[src/rtl/tlmon_pkg.sv]
// Shared types and lamp decode helpers for the traffic light monitor.
// Optional dwell timeout is enabled by defining TLMON_TIMEOUT_EN.
package tlmon_pkg;

  typedef enum logic [1:0] {
    RED       = 2'd0,
    RED_AMBER = 2'd1,
    GREEN     = 2'd2,
    AMBER     = 2'd3
  } phase_t;

  typedef enum logic {
    UNSYNCED = 1'b0,
    TRACKING = 1'b1
  } trk_t;

  localparam logic [2:0] LAMP_RED       = 3'b100;
  localparam logic [2:0] LAMP_RED_AMBER = 3'b110;
  localparam logic [2:0] LAMP_GREEN     = 3'b001;
  localparam logic [2:0] LAMP_AMBER     = 3'b010;

  typedef struct packed {
    logic   legal;
    phase_t phase;
  } lamp_dec_t;

  function automatic lamp_dec_t lamp_to_phase(
    input logic [2:0] lamp
  );
    lamp_dec_t d;
    d.legal = 1'b1;
    d.phase = RED;
    unique case (1'b1)
      lamp == LAMP_RED:       d.phase = RED;
      lamp == LAMP_RED_AMBER: d.phase = RED_AMBER;
      lamp == LAMP_GREEN:     d.phase = GREEN;
      lamp == LAMP_AMBER:     d.phase = AMBER;
      default:                d.legal = 1'b0;
    endcase
    return d;
  endfunction

  // The sequence is a 4-cycle ring in enum order.
  function automatic logic legal_next(
    input phase_t cur,
    input phase_t nxt
  );
    logic [1:0] succ;
    succ = cur + 2'd1;
    return (nxt == cur) || (nxt == phase_t'(succ));
  endfunction

endpackage

[src/rtl/traffic_light_monitor_tracker.sv]
// Per-light sequence tracker: phase register, sync FSM, error pulses.
// Dwell counter and timeout pulse exist only with TLMON_TIMEOUT_EN.
module tl_seq_tracker
  import tlmon_pkg::*;
#(
  parameter int MAX_DWELL = 8,
  parameter int DWELL_W   = 4
) (
  input  logic       clk,
  input  logic       rst_n,
  input  logic       sample_en,
  input  logic [2:0] lamp,
  output phase_t     phase,
  output logic       code_err,
  output logic       seq_err,
  output logic       amber_red,
  output logic       timeout
);

  if (DWELL_W < $clog2(MAX_DWELL + 1)) begin : g_bad_dwell_w
    $error("DWELL_W too narrow for MAX_DWELL");
  end

  trk_t      state_q, state_d;
  phase_t    phase_q, phase_d;
  lamp_dec_t dec;

  assign dec   = lamp_to_phase(lamp);
  assign phase = phase_q;

  always_comb begin
    state_d   = state_q;
    phase_d   = phase_q;
    code_err  = 1'b0;
    seq_err   = 1'b0;
    amber_red = 1'b0;
    if (sample_en) begin
      if (!dec.legal) begin
        code_err = 1'b1;
        state_d  = UNSYNCED;
      end else begin
        state_d = TRACKING;
        phase_d = dec.phase;
        if (state_q == TRACKING) begin
          seq_err   = !legal_next(phase_q, dec.phase);
          amber_red = (phase_q == AMBER) && (dec.phase == RED);
        end
      end
    end
  end

  always_ff @(posedge clk or negedge rst_n) begin
    if (!rst_n) begin
      state_q <= UNSYNCED;
      phase_q <= RED;
    end else begin
      state_q <= state_d;
      phase_q <= phase_d;
    end
  end

`ifdef TLMON_TIMEOUT_EN
  localparam logic [DWELL_W-1:0] DWELL_MAX = DWELL_W'(MAX_DWELL);

  logic [DWELL_W-1:0] dwell_q, dwell_d;

  // A first code after sync loss starts a fresh dwell.
  always_comb begin
    dwell_d = dwell_q;
    timeout = 1'b0;
    if (sample_en) begin
      if (!dec.legal || state_q != TRACKING ||
          dec.phase != phase_q) begin
        dwell_d = '0;
      end else begin
        if (dwell_q != DWELL_MAX) dwell_d = dwell_q + 1'b1;
        timeout = (dwell_d == DWELL_MAX);
      end
    end
  end

  always_ff @(posedge clk or negedge rst_n) begin
    if (!rst_n) dwell_q <= '0;
    else        dwell_q <= dwell_d;
  end
`else
  assign timeout = 1'b0;
`endif

endmodule

[src/rtl/traffic_light_monitor.sv]
// Lamp bus monitor top: two trackers, conflict check, sticky flags.
// Build with TLMON_TIMEOUT_EN to enable the dwell timeout flag.
module traffic_light_monitor
  import tlmon_pkg::*;
#(
  parameter int CNT_W     = 16,
  parameter int MAX_DWELL = 8,
  parameter int DWELL_W   = 4
) (
  input  logic             clk,
  input  logic             rst_n,
  input  logic             sample_en,
  input  logic [2:0]       lightsA,
  input  logic [2:0]       lightsB,
  input  logic             err_clr,
  output logic [1:0]       phaseA,
  output logic [1:0]       phaseB,
  output logic             err_code,
  output logic             err_seq,
  output logic             err_conflict,
  output logic             err_timeout,
  output logic [CNT_W-1:0] rotations
);

  phase_t    ph_a, ph_b;
  logic      code_a, code_b;
  logic      seq_a, seq_b;
  logic      ar_a, ar_b;
  logic      to_a, to_b;
  lamp_dec_t dec_a, dec_b;
  logic      conflict;

  logic             code_q, seq_q, conf_q, to_q;
  logic [CNT_W-1:0] rot_q;
  logic [1:0]       rot_inc;
  logic [CNT_W:0]   rot_sum;

  tl_seq_tracker #(
    .MAX_DWELL(MAX_DWELL),
    .DWELL_W  (DWELL_W)
  ) u_trk_a (
    .clk      (clk),
    .rst_n    (rst_n),
    .sample_en(sample_en),
    .lamp     (lightsA),
    .phase    (ph_a),
    .code_err (code_a),
    .seq_err  (seq_a),
    .amber_red(ar_a),
    .timeout  (to_a)
  );

  tl_seq_tracker #(
    .MAX_DWELL(MAX_DWELL),
    .DWELL_W  (DWELL_W)
  ) u_trk_b (
    .clk      (clk),
    .rst_n    (rst_n),
    .sample_en(sample_en),
    .lamp     (lightsB),
    .phase    (ph_b),
    .code_err (code_b),
    .seq_err  (seq_b),
    .amber_red(ar_b),
    .timeout  (to_b)
  );

  assign dec_a = lamp_to_phase(lightsA);
  assign dec_b = lamp_to_phase(lightsB);

  assign conflict = sample_en &&
                    dec_a.legal && dec_b.legal &&
                    dec_a.phase != RED &&
                    dec_b.phase != RED;

  assign rot_inc = {1'b0, ar_a} + {1'b0, ar_b};
  assign rot_sum = {1'b0, rot_q} +
                   {{(CNT_W-1){1'b0}}, rot_inc};

  // A new violation outranks a same-cycle clear.
  always_ff @(posedge clk or negedge rst_n) begin
    if (!rst_n) begin
      code_q <= 1'b0;
      seq_q  <= 1'b0;
      conf_q <= 1'b0;
      to_q   <= 1'b0;
      rot_q  <= '0;
    end else begin
      code_q <= (code_q & ~err_clr) | code_a | code_b;
      seq_q  <= (seq_q  & ~err_clr) | seq_a  | seq_b;
      conf_q <= (conf_q & ~err_clr) | conflict;
      to_q   <= (to_q   & ~err_clr) | to_a   | to_b;
      if (rot_sum[CNT_W]) rot_q <= '1;
      else                rot_q <= rot_sum[CNT_W-1:0];
    end
  end

  assign phaseA       = ph_a;
  assign phaseB       = ph_b;
  assign err_code     = code_q;
  assign err_seq      = seq_q;
  assign err_conflict = conf_q;
  assign err_timeout  = to_q;
  assign rotations    = rot_q;

endmodule

[config.mk]
export PLATFORM = sky130hd
export DESIGN_NAME = traffic_light_monitor
export DESIGN_NICKNAME = d
export VERILOG_FILES = /design/src/rtl/tlmon_pkg.sv /design/src/rtl/traffic_light_monitor_tracker.sv /design/src/rtl/traffic_light_monitor.sv
export SDC_FILE = /design/constraint.sdc
export NUM_CORES = 1
export LEC_CHECK = 0
export ABC_AREA = 1
export BUFFER_PORTS_ARGS = -buffer_cell sky130_fd_sc_hd__clkbuf_2
export CAP_MARGIN = 20
export CORE_AREA = 2 2 54 56
export CTS_CLUSTER_SIZE = 16
export DETAILED_ROUTE_END_ITERATION = 8
export DIE_AREA = 0 0 56 58
export PLACE_DENSITY = 0.82
export SKIP_LAST_GASP = 1
export SLEW_MARGIN = 20
export SYNTH_ARGS = -nofsm -noshare
export SYNTH_HDL_FRONTEND = slang
export SYNTH_SLANG_ARGS = --single-unit
export TNS_END_PERCENT = 100
[constraint.sdc]
create_clock -name clk -period 3.6 [get_ports clk]
set_input_delay 0.9 -clock clk [delete_from_list [all_inputs] [get_ports clk]]
set_output_delay 0.9 -clock clk [all_outputs]
set_load 0.005 [all_outputs]
Word-level counts from Yosys, hierarchy flattened
Cells that the tools add are included.
{"block": "classes", "bitwise": 10, "n_eq_ne": 14, "add_sub_neg": 4, "n_mux": 23, "n_reduce_logical": 18}
{"operator": "1-bit two-way mux", "n": 20}
{"operator": "16-bit by 2-bit adder with 17-bit output", "n": 1}
{"operator": "16-bit two-way mux", "n": 1}
{"operator": "3-bit == test (second input constant)", "n": 4}
{"operator": "2-bit one-hot mux with 3 select lines", "n": 2}
{"operator": "2-bit == test", "n": 4}
{"operator": "4-bit OR reduction", "n": 2}
{"operator": "3-bit by 1-bit == test with 1-bit output (second input constant)", "n": 2}
{"operator": "3-bit by 2-bit == test with 1-bit output (second input constant)", "n": 2}
{"operator": "1-bit logical AND", "n": 6}
{"operator": "1-bit OR", "n": 5}
{"operator": "2-bit by 1-bit adder with 2-bit output (second input constant)", "n": 2}
{"operator": "1-bit bitwise AND", "n": 4}
{"operator": "2-bit == test (second input constant)", "n": 2}
{"operator": "2-bit zero test", "n": 2}
{"operator": "2-bit AND reduction", "n": 2}
{"operator": "2-bit nonzero test", "n": 2}
{"operator": "1-bit by 1-bit adder with 2-bit output", "n": 1}
{"operator": "1-bit zero test", "n": 2}
{"operator": "1-bit logical OR", "n": 2}
{"operator": "1-bit inverter", "n": 1}
{"block": "totals", "register_bits": 26, "inputBits": 10, "out_inout_bits": 24, "word_cells": 78}

Depth between registers and ports, before layout
{"block": "logic_depth", "ltp_word": 10, "depth_mapped": 17, "ltp_nobuf": 17}

Cells and area by module
Synthesis repeated with hierarchy kept, for this count alone.
{"block": "unflattened", "cells_unflattened": 237, "hier_area_um2": 1722.9}
{"mod": "traffic_light_monitor", "instances": 1, "area_per_inst_um2": 1109.8, "cells_each": 141, "seq_area_each_um2": 500.5}
{"mod": "tl_seq_tracker", "instances": 2, "area_per_inst_um2": 306.5, "cells_each": 48, "seq_area_each_um2": 75.1}

Worst setup path before layout
Ideal clock, no wire load.
{"block": "synth_path", "path_kind": "input to register", "startpoint": "in lightsA[0]", "endpoint": "reg rot_q[8] (netlist: rotations[8])", "path_stages": 16, "setup_time_ps": 68, "path_slack_ps": 562, "path_buffers": 1, "arrival_ps": 2970, "required_ps": 3532, "cell_sequence": "inv_1 nand3_1 nand3_1 nand2_1 nor2_1 nand4_1 fa_1 inv_1 ha_1 nand3_2 nor3_4 nand3_2 nor2_2 nand2_2 buf_6 nand3_1"}
{"block": "synth_via", "elab_chain_cells": 10, "word_cells_on_any_way": 15, "classes_between": "add/sub: 2; eq/ne: 4; mux: 6; reduce/logical: 3"}
{"element": "start: declaration", "line": "traffic_light_monitor.sv:13", "source": "input logic [2:0] lightsA,"}
{"element": "3-bit by 2-bit == test with 1-bit output (tied with other cells)", "line": "tlmon_pkg.sv:37", "source": "lamp == LAMP_AMBER: d.phase = AMBER;"}
{"element": "2-bit one-hot mux with 3 select lines", "line": "tlmon_pkg.sv:33", "source": "unique case (1'b1)"}
{"element": "2-bit zero test", "line": "traffic_light_monitor_tracker.sv:46", "source": "amber_red = (phase_q == AMBER) && (dec.phase == RED);"}
{"element": "1-bit logical AND", "line": "traffic_light_monitor_tracker.sv:46"}
{"element": "1-bit two-way mux", "line": "traffic_light_monitor_tracker.sv:44", "source": "if (state_q == TRACKING) begin"}
{"element": "1-bit two-way mux (*)", "line": "traffic_light_monitor_tracker.sv:38", "source": "if (!dec.legal) begin"}
{"element": "1-bit two-way mux (*)", "line": "traffic_light_monitor_tracker.sv:37", "source": "if (sample_en) begin"}
{"element": "1-bit by 1-bit adder with 2-bit output (*)", "line": "traffic_light_monitor.sv:76", "source": "assign rot_inc = {1'b0, ar_a} + {1'b0, ar_b};"}
{"element": "16-bit by 2-bit adder with 17-bit output (*)", "line": "traffic_light_monitor.sv:77", "source": "assign rot_sum = {1'b0, rot_q} +"}
{"element": "16-bit two-way mux (*)", "line": "traffic_light_monitor.sv:93", "source": "if (rot_sum[CNT_W]) rot_q <= '1;"}
{"element": "end signal: assignment", "line": "traffic_light_monitor.sv:94", "source": "else rot_q <= rot_sum[CNT_W-1:0];"}
{"element": "end: declaration", "line": "traffic_light_monitor.sv:34", "source": "logic [CNT_W-1:0] rot_q;"}
Every way passes the cells marked *; elsewhere a longest branch is shown, timed or not.
A chain may end at the register's enable or synchronous reset.

Final worst setup path
Ends and elaborated chain as after synthesis.

==> flow_metrics.py <==
metrics = {
    "status": {
        "outcome": "finished clean",
    },
    "layout": {
        "layout-drive-gt1-share_pct": 20.2,
        "finalInstanceArea_um2": 1690,
        "antenna_cells": 0,
        "nNetsFinal": 244,
        "num-fill-cells": 261,
        "syn_to_final_growth_pct": 14.6,
    },
    "drt": {
        "dr_wl_met2_mm": 1.39,
        "drtAntennaViolNets": 0,
        "detail_route.vias_per_cell": 5.13,
        "post_drt_wl_per_cell_um": 11.2,
        "dr.pass1.iters": 4,
        "vias": 1328,
        "routed_wl_mm": 2.90,
        "drt_iter0_markers": 36,
        "wl_met1_mm": 1.39,
        "met3WireLength_um": 105,
        "top_layer_used": "met4",
        "drc": 0,
    },
    "logic_synthesis": {
        "synth_edf_count": 0,
        "yosysSeqAreaShare_pct": 44.1,
        "synth_nets": 207,
        "ys.flop_type": "dfrtp_1",
        "ys_ff_latch": 26,
        "synth_area_um2": 1470,
        "synth.distinct_cells": 21,
        "syn_inst": 193,
        "avgSynthCellArea_um2": 7.64,
        "synth-async-reset-ratio_pct": 100,
        "yosysWarnings": 0,
    },
    "min_path": {
        "min_path_type": "flip-flop to flip-flop",
        "hp-start": "err_timeout",
        "hold-path-endpoint": "err_timeout",
        "min_path_cells": 2,
    },
    "setup_path": {
        "path_cells": "clkbuf_2, inv_1, nand3_1, nand3_1, nand2_1, nor2_1, nand4_1, fa_1, inv_1, ha_1, nand3_2, nor3_4, nand3_2, nor2_2, nand2_2, nand3_1",
        "path_common_cell": "nand3_1",
        "cp.arrival_ns": 3.39,
        "crit_type": "input port to flip-flop",
        "path_max_fanout": 14,
        "required_ns": 3.85,
        "path_buf_inv": 3,
        "end_kind": "flip-flop",
        "reg2reg_depth": 11,
        "start_kind": "input port",
        "rrSetupSlack_ns": 1.15,
        "crit_path_max_incr_delay_ns": 0.47,
        "reg2reg_from": "u_trk_a.phase[0]",
        "slowest_stage": "fa_1",
        "critPathTopFamily": "simple AND/OR/NAND/NOR gates",
        "timing.rr.end": "rotations[8]",
    },
    "clock_network": {
        "cts_setup_buffers": 0,
        "max-clock-path-buffers": 2,
        "h-tree-depth": 1,
        "clk_pin_slew_ns": 0.13,
        "post_cts_resized": 0,
        "numCtsBuffers": 3,
        "clk_latency_ns": 0.31,
        "clkSinkCount": 26,
        "cts_root_buf": "clkbuf_4",
        "cts_tree": "yes",
        "hold_buffers": 0,
    },
    "place": {
        "place_congestion": 0.824,
        "postPlaceCellArea_um2": 1670,
        "io_buffers": 33,
        "hpwlAfterDp_mm": 2.30,
    },
    "floorplanning": {
        "initial_core_util_pct": 55.4,
        "num_rows": 19,
        "die_width_um": 56,
        "die_y_um": 58,
        "core_area_um2": 2660,
        "ios": 34,
        "dieArea_um2": 3250,
    },
    "sta": {
        "drv_slew": 0,
        "rsz0062_at_grt": "false",
        "period_minus_slack_ns": 3.14,
        "fmax_mhz": 319,
        "setup_viol": 0,
        "hold_slack_ns": 0.511,
        "tightestPinTransition_ns": 0.641,
        "slew_headroom_pct": 57.2,
        "setup_tns_ns": 0,
        "finalHoldViolCount": 0,
        "fin_worst_skew_ns": 0.00219,
        "period_share_pct": 87.2,
    },
    "power_and_ir_drop": {
        "irDropWorstVdd_mv": 0.280,
        "p_leak_nw": 0.945,
        "p_per_area_nw_per_um2": 341,
    },
    "global_route": {
        "overflow": 0,
        "grt_pass1_wl_mm": 5.04,
        "grt_pass1_vias": 1222,
        "grt_start_max_net_pins": 27,
        "grtUsageTotal_pct": 19.5,
        "antenna_found_initial": 0,
    },
    "job": {
        "drv_cap": 0,
    },
}
[per-layer routing]
metal	vias up	GRT usage [%]
met5	-	0
met4	0	5.10
met3	2	2.01
met2	28	33.6
met1	610	26.7
li1	688	-
[how the worst max path moves through the flow]
stage,endpoint,start,cells past startpoint
2_1_floorplan,rotations[8],lightsA[0],16
3_3_place_gp,rotations[4],lightsA[0],16
3_5_place_dp,rotations[6],lightsA[0],16
4_1_cts,rotations[4],lightsA[0],16
5_1_grt,rotations[6],lightsA[0],16
6_report,rotations[8],lightsA[0],16
[state kept, by name, indices dropped and copies added, names as in the netlist]
name             cells
err_seq              1
u_trk_a.state_q      1
u_trk_b.state_q      1
err_conflict         1
rotations           16
u_trk_a.phase        2
err_code             1
u_trk_b.phase        2
err_timeout          1
[worst reg2reg max path: cells and delay by family (launching register included)]
| family | cells | cell delay [ns] |
|---|---|---|
| AND/OR/NAND/NOR | 7 | 1.02 |
| adder cells (fa/ha/maj) | 3 | 0.82 |
| flip-flops | 1 | 0.46 |
| buffers and inverters | 1 | 0.08 |
[logic make-up (layout without fill, tap and decap cells)]
group	Yosys count	in the layout	synth area share [%]
DFF	26	26	44.1
buffers and inverters	33	68	8.91
xor gates and xnor gates	5	5	2.97
adders and majority gates	4	4	3.91
and+or+nand+nor	113	113	35.7
AOI/OAI and AO/OA	12	12	4.33
[stage by stage]
| stage | setup slack [ns] | total power [W] | cells | utilization, % |
|---|---|---|---|---|
| 2_1_floorplan | 0.562 | 0.000411 | 193 | - |
| 3_3_place_gp | 0.214 | 0.000461 | 256 | 62.6 |
| 3_5_place_dp | 0.126 | 0.000466 | 256 | 62.6 |
| 4_1_cts | 0.447 | 0.000584 | 259 | 63.4 |
| 5_1_grt | 0.132 | 0.000617 | 259 | 63.4 |
| 6_report | 0.462 | 0.000577 | 259 | 63.4 |
[synthesized netlist by cell type (all sizes together), types with 2 or more instances]
| library cell | instances | area (um^2) |
|---|---|---|
| nor2 | 17 | 76.3 |
| nand4 | 4 | 25.0 |
| inv | 32 | 120 |
| dfrtp | 26 | 651 |
| nor3 | 2 | 21.3 |
| o21ai | 11 | 55.1 |
| nand3 | 34 | 180 |
| ha | 3 | 37.5 |
| nand2 | 53 | 204 |
| xor2 | 4 | 35.0 |
| or2 | 2 | 12.5 |
[report_power, final]
group	switching (W)	internal, W	total (W)
registers	0.0000252	0.000319	0.000344
clock network	0.0000795	0.0000390	0.000119
logic	0.0000647	0.0000497	0.000114
total	0.000169	0.000407	0.000577
[layout make-up]
cell class / count / area [um^2] / share of cell area (%)
clock buffers: 3 / 22.5 / 1.33
repair buffers: 33 / 165 / 9.78
flip-flops and latches: 26 / 651 / 38.5
inverters: 32 / 120 / 7.11
well taps: 31 / 38.8 / 2.30
multi-input cells: 134 / 692 / 41.0
[cells in the final DEF, fill, tap and decap left out]
master     n
nor3_1     1
nand2_2    2
nand4_1    4
fa_1       1
clkbuf_4   3
nor3_4     1
a22o_1     1
nand3b_1   1
nand2_1   51
nor2_4     1
nand3_1   32
inv_1     32
nor2_2     2
o21ai_0   11
dfrtp_1   26
xnor2_1    1
nand3_2    2
or2_2      2
clkbuf_2  33
nor2_1    14
xor2_1     4
ha_1       3
(Power assumes the default switching activity.)
